[config.mk]
export PLATFORM = sky130hd
export DESIGN_NAME = serial_adder
export DESIGN_NICKNAME = d
export VERILOG_FILES = /design/src/rtl/serial_adder_pkg.sv /design/src/rtl/serial_adder_fa.sv /design/src/rtl/serial_adder.sv
export SDC_FILE = /design/constraint.sdc
export NUM_CORES = 1
export LEC_CHECK = 0
export ABC_CLOCK_PERIOD_IN_PS = 1300
export CAP_MARGIN = 0
export CORE_UTILIZATION = 40
export CTS_CLUSTER_DIAMETER = 30
export DETAILED_ROUTE_END_ITERATION = 16
export GPL_ROUTABILITY_DRIVEN = 0
export GPL_TIMING_DRIVEN = 0
export PLACE_DENSITY_LB_ADDON = 0.3
export SLEW_MARGIN = 20
export SYNTH_ARGS = -nofsm -noshare
export SYNTH_HDL_FRONTEND = slang
export SYNTH_SLANG_ARGS = --single-unit
[constraint.sdc]
create_clock -name clk -period 1.3 [get_ports clk]
set_input_delay 0.13 -clock clk [delete_from_list [all_inputs] [get_ports clk]]
set_output_delay 0.13 -clock clk [all_outputs]
set_load 0.05 [all_outputs]
[src/rtl/serial_adder_pkg.sv]
// Shared definitions for the bit-serial adder: state encoding and counter sizing.
// No logic here. Nothing in this file applies backpressure.
// Imported by serial_adder.
package serial_adder_pkg;

    localparam logic [1:0] ST_IDLE = 2'd0;
    localparam logic [1:0] ST_RUN  = 2'd1;
    localparam logic [1:0] ST_DONE = 2'd2;

    // Bit-counter width. Guarded so that a degenerate width still gets a 1-bit counter.
    function automatic int cnt_width(input int width);
        return (width < 2) ? 1 : $clog2(width);
    endfunction

endpackage

[src/rtl/serial_adder_fa.sv]
// One-bit full-adder cell, purely combinational.
// Latency: 0 cycles. There is no handshake and no backpressure.
// Used as the single arithmetic cell of the bit-serial adder.
module Full_Adder (
    output logic sum,
    output logic carry,
    input  logic a,
    input  logic b,
    input  logic c
);

    assign sum   = a ^ b ^ c;
    assign carry = (a & b) | (a & c) | (b & c);

endmodule

[src/rtl/serial_adder.sv]
// Bit-serial WIDTH-bit adder: one full-adder cell, a registered carry, LSB first.
// Latency: start in cycle 0 gives done and a valid sum/cout in cycle WIDTH+1.
// Backpressure: a start is ignored while busy. A start in the DONE cycle is accepted.
module serial_adder
    import serial_adder_pkg::*;
#(
    parameter int WIDTH = 8
) (
    input  logic             clk,
    input  logic             rst_n,
    input  logic             start,
    input  logic [WIDTH-1:0] a,
    input  logic [WIDTH-1:0] b,
    input  logic             cin,
    output logic             busy,
    output logic             done,
    output logic [WIDTH-1:0] sum,
    output logic             cout
);

    localparam int CW = cnt_width(WIDTH);

    logic [1:0]       state_q;
    logic [1:0]       state_d;
    logic [WIDTH-1:0] a_sr;
    logic [WIDTH-1:0] b_sr;
    logic [WIDTH-1:0] res_sr;
    logic             carry;
    logic [CW-1:0]    cnt;
    logic             s;
    logic             c;
    logic             accept;
    logic             last;

    Full_Adder u_fa (
        .sum   (s),
        .carry (c),
        .a     (a_sr[0]),
        .b     (b_sr[0]),
        .c     (carry)
    );

    assign accept = start && ((state_q == ST_IDLE) || (state_q == ST_DONE));
    assign last   = (state_q == ST_RUN) && (cnt == CW'(WIDTH - 1));

    always_ff @(posedge clk) begin
        if (!rst_n) begin
            state_q <= ST_IDLE;
        end else begin
            state_q <= state_d;
        end
    end

    always_comb begin
        state_d = state_q;
        case (state_q)
            ST_IDLE: if (start) state_d = ST_RUN;
            ST_RUN:  if (last)  state_d = ST_DONE;
            ST_DONE: state_d = start ? ST_RUN : ST_IDLE;
            default: state_d = ST_IDLE;
        endcase
    end

    always_comb begin
        busy = (state_q == ST_RUN);
        done = (state_q == ST_DONE);
    end

    // Operands are only captured on accept, so input changes during RUN are invisible.
    always_ff @(posedge clk) begin
        if (!rst_n) begin
            a_sr   <= '0;
            b_sr   <= '0;
            res_sr <= '0;
            carry  <= 1'b0;
            cnt    <= '0;
            sum    <= '0;
            cout   <= 1'b0;
        end else if (accept) begin
            a_sr   <= a;
            b_sr   <= b;
            res_sr <= '0;
            carry  <= cin;
            cnt    <= '0;
        end else if (state_q == ST_RUN) begin
            a_sr   <= a_sr >> 1;
            b_sr   <= b_sr >> 1;
            res_sr <= {s, res_sr[WIDTH-1:1]};
            carry  <= c;
            cnt    <= cnt + CW'(1);
            if (last) begin
                sum  <= {s, res_sr[WIDTH-1:1]};
                cout <= c;
            end
        end
    end

endmodule
### Word-level counts from Yosys, hierarchy flattened

Cells that the tools add are included.

* $add $sub $neg: 1
* divide/modulo/power cells: 0
* bitwise gates (word level): 9
* muxes and demuxes: 10
* order comparisons: 0
* equal/unequal tests: 5
* reduce and logical (&&, ||, !) cells: 8
* shifts and indexed selects: 0
* multipliers: 0

Operators by type and width (count)
* two-way mux 8 bit: 4
* case mux 2 bit (3 select lines): 1
* two-way mux 2 bit: 2
* adder 3 x 1 -> 3 bit (second input constant): 1
* bitwise AND 1 bit: 3
* == test 3 bit (second input constant): 1
* two-way mux 1 bit: 3
* AND reduction 3 bit: 1
* == test 2 x 1 -> 1 bit (second input constant): 1
* == test 2 bit (second input constant): 1
* logical AND 1 bit: 2
* zero test 2 bit: 1
* != test 2 x 1 -> 1 bit (second input constant): 1
* != test 2 bit (second input constant): 1
* NOT 1 bit: 2
* bitwise OR 1 bit: 2
* AND reduction 2 bit: 1
* nonzero test 2 bit: 1
* OR reduction 2 bit: 1
* XOR 1 bit: 2
* logical OR 1 bit: 1

* bits in read-only memories: 0
* register bits after elaboration: 39
* word-level logic and storage cells: 41
* input port bits: 20
* latch bits: 0
* memories kept: 0
* memory bits (writable): 0

### Longest topological paths before layout

Gate-level depths: netlist of the first run.

* word-level depth: 5
* depth in mapped cells: 6
* depth with buffers taken out: 5

### Hierarchy

A second synthesis of the first run with hierarchy kept.

* cell total of the unflattened synthesis: 177
* area, all modules: 1542.7 µm²

By module, submodules not included
* serial_adder: area an instance 1522.7 µm², sequential area each 760.7 µm², times used 1, cells each 176
* Full_Adder: area an instance 20.0 µm², sequential area each 0.0 µm², times used 1, cells each 1

### Least setup slack after synthesis of the first run

OpenSTA, ideal clock, no wires.

* path kind: flip-flop to flip-flop
* start point: register cnt[0]
* end point: register sum[3]
* path slack: 107 ps
* setup time: 76 ps
* clock period less this slack: 1193 ps
* data arrival time: 1118 ps
* data required time: 1224 ps
* cell stages (with the launch flop): 6
* cells stage by stage: dfxtp_1 > ha_1 > ha_1 > nand3b_1 > nand2_1 > a21boi_0

* word-level cells in the longest chain between the ends: 3

Ends and longest elaborated chain
* start: declaration: line serial_adder.sv:29 `logic [CW-1:0] cnt;`
* start signal: assignment: line serial_adder.sv:90 `cnt <= cnt + CW'(1);`
* == test 3 bit: line serial_adder.sv:44 `assign last = (state_q == ST_RUN) && (cnt == CW'(WIDTH - 1));`
* logical AND 1 bit: line serial_adder.sv:44
* AND reduction 3 bit (no line)
* end signal: assignment: line serial_adder.sv:92 `sum <= {s, res_sr[WIDTH-1:1]};`
* end: declaration: line serial_adder.sv:17 `output logic [WIDTH-1:0] sum,`

Every way passes these cells.
A chain may end at the register's enable or synchronous reset.

### Final worst setup path of the first run

* start point: register state_q[1]
* end point: output busy

* word-level cells in the longest chain between the ends: 1

Ends and longest elaborated chain
* start: declaration: line serial_adder.sv:23 `logic [1:0] state_q;`
* start signal: assignment: line serial_adder.sv:50 `state_q <= state_d;`
* == test 2 x 1 -> 1 bit: line serial_adder.sv:65 `busy = (state_q == ST_RUN);`
* end: declaration: line serial_adder.sv:15 `output logic busy,`

Every way passes these cells.

==> results.json, run 1 <==
{
  "status": "finished, violations left",
  "violations": "negative setup slack",
  "p_per_area_mw_per_mm2": 1126,
  "htreeDepth": 2,
  "drv_cap": 0,
  "cts_made_buffers": 5,
  "reg2reg_from": "state_q[1]",
  "final_nets": 248,
  "hold_depth": 3,
  "start_util_pct": 41.79,
  "grt_pass1_vias": 1272,
  "tightest_slew_ns": 0.4893,
  "worst_slack_ns": -0.01427,
  "grt.overflow.total": 0,
  "post-place-ws_ns": -0.4815,
  "clock_latency_ns": 0.28,
  "ys.flop_type": "dfxtp_1",
  "portBuffers": 29,
  "synth_edf_count": 0,
  "coreArea_mm2": 0.003689,
  "ys_top_cells_by_count": "nand2_1, dfxtp_1, nand3_1",
  "cp-end-kind": "output pin",
  "rows": 22,
  "arrival_ns": 1.18,
  "cts-hold-fix-buffers": 0,
  "ys_seq_elements": 38,
  "vias": 1381,
  "max_freq_mhz": 760.9,
  "synth.most_common_cell": "nand2_1",
  "fin_tns_setup_ns": -0.01427,
  "cp_max_fo": 7,
  "fin_crit_ns": 1.314,
  "power_mw": 2.374,
  "grt_pass1_wl_um": 5830,
  "hold_viol": 0,
  "synthesis.area_mm2": 0.001541,
  "hold_start": "rst_n",
  "hpwl_um": 2189,
  "drtAntennaViolNets": 0,
  "startpoint": "state_q[1]",
  "min_period_over_period_pct": 101.1,
  "drv_slew": 0,
  "cts_buffer_depth": 2,
  "cts_tree": "done",
  "vdd.ir_drop.worst_uv": 535.3,
  "synth.distinct_cells": 27,
  "setup_viol": 1,
  "initialDrtViolationCount": 110,
  "placed_area_mm2": 0.001892,
  "antenna_found_initial": 0,
  "required_ns": 1.17,
  "synth.largest_area_cell": "dfxtp_1",
  "cts_sinks": 38,
  "final.setup_skew_ns": 0.006092,
  "yosysWarnings": 0,
  "n_antenna_cell": 0,
  "syn_avg_cell_area_um2": 8.709,
  "grt_start_max_net_pins": 11,
  "design_area_mm2": 0.002108,
  "root_buffer": "clkbuf_8",
  "synthCells": 177,
  "drive_gt1_share_pct": 19.11,
  "area_growth_pct": 36.77,
  "dr.pass1.iters": 4,
  "fp.dieH_um": 64.08,
  "async_reset_ff_share_pct": 0,
  "critPathKind": "reg -> out",
  "min_path_type": "in -> reg",
  "wl_per_cell_um": 13.13,
  "io_pins": 31,
  "grt_usage_pct": 18.49,
  "wl_um": 3584,
  "syn_nets": 200,
  "ff2ff_path_depth": 6,
  "die_w_um": 64.08,
  "critPathLaunchType": "flop",
  "rsz0062_at_grt": "true",
  "vias_per_cell": 5.059,
  "p_leak_nw": 0.7942,
  "die-area_mm2": 0.004106,
  "clkTransAtPathRegs_ns": 0.07,
  "synth.area.top_cells": "dfxtp_1, nand2_1, o221ai_1",
  "synth-seq-area-share_pct": 49.35,
  "synth_top_area_share_pct": 49.35,
  "drc": 0,
  "relSlewSlack_pct": 67.51
}
==> worst paths after layout <==
check,to,slack [ns]
max reg2reg,a_sr[2],0.05
max,busy,-0.01
min reg2reg,b_sr[7],0.45
min,b_sr[6],0.21
==> through the flow <==
step | hold WS [ns] | std cells | util, %
2_1_floorplan | 0.2614 | 177 | -
5_1_grt | 0.2186 | 273 | 57.16
4_1_cts | 0.1943 | 263 | 53.87
3_5_place_dp | 0.4424 | 254 | 51.29
3_3_place_gp | 0.4396 | 254 | 51.29
6_report | 0.2119 | 273 | 57.16
==> cell type report <==
cell class,instances,area (µm²)
Multi-Input combinational cell,125,706.9
Sequential cell,38,765.7
Tap cell,48,60.06
Inverter,1,16.27
Clock buffer,7,76.32
Timing Repair Buffer,41,382.9
Fill cell,366,1580
Buffer,13,100.1
==> cell usage in the layout, fill, tap and decap left out, types with 2 or more instances in the layout <==
cell type / Yosys / layout
a21boi_0: 7 / 4
nor2_1: 9 / 9
clkdlybuf4s50_1: 0 / 18
a22oi_1: 2 / 2
ha_2: 0 / 2
nor2b_1: 2 / 2
dfxtp_1: 38 / 34
o221ai_2: 0 / 2
clkdlybuf4s15_1: 0 / 5
buf_2: 6 / 6
nand2_1: 41 / 41
nand3_1: 12 / 12
o221ai_1: 8 / 6
dfxtp_2: 0 / 4
nor3_1: 8 / 8
a21boi_1: 5 / 8
buf_4: 1 / 12
clkbuf_8: 0 / 5
dlygate4sd2_1: 0 / 4
buf_8: 0 / 2
a31oi_1: 5 / 5
o21ai_0: 6 / 6
buf_6: 4 / 5
clkbuf_1: 2 / 3
a21oi_1: 10 / 10
==> sequential cells by signal (all words and copies together), names as in the netlist <==
name	count
a_sr	8
b_sr	8
carry	1
cnt	3
cout	1
res_sr	7
state_q	2
sum	8
==> critical path: stages (launching register included) <==
cell and delay (ns):
dfxtp_2 0.34, nand2b_4 0.11, buf_6 0.12, clkinv_8 0.06, buf_8 0.13, buf_8 0.14
==> kinds of logic after synthesis <==
logic type      Yosys count  share of synthesized area, %
fa+ha+maj                 3                         2.922
compound gates           43                         18.59
flops                    38                         49.35
simple gates             78                         22.16
xor+xnor                  1                        0.5683
buf+inv                  14                         6.413
==> where the power goes <==
group	internal [mW]	leakage, nW	total [mW]	switching, mW
registers	1.22	0.312	1.26	0.0361
logic	0.191	0.444	0.373	0.182
clock network	0.369	0.0383	0.744	0.375
total	1.78	0.794	2.37	0.593
==> repair_timing <==
item,in CTS,in global routing
resized for setup,24,25
pin swaps,0,2
endpoints found under the hold margin,0,0
setup endpoints to repair,21,16
setup buffers,2,10
==> per-layer routing <==
metal  track usage [%]  vias to the layer above  wire, µm
met4             6.250                        0        34
li1                  -                      708         -
met2             27.53                       35      1563
met1             25.91                      633      1803
met3             4.464                        5       183
met5                 0                        -         0
(Power assumes the default switching activity.)
==> run 2: changes to the inputs <==
--- a/config.mk
+++ b/config.mk
@@ -9,6 +9,7 @@
 export CAP_MARGIN = 0
 export CORE_UTILIZATION = 40
 export CTS_CLUSTER_DIAMETER = 30
+export CTS_CLUSTER_SIZE = 16
 export DETAILED_ROUTE_END_ITERATION = 16
 export GPL_ROUTABILITY_DRIVEN = 0
 export GPL_TIMING_DRIVEN = 0
==> results of run 2 <==
No change in the layout: final DEF, timing and power equal those of run 1.
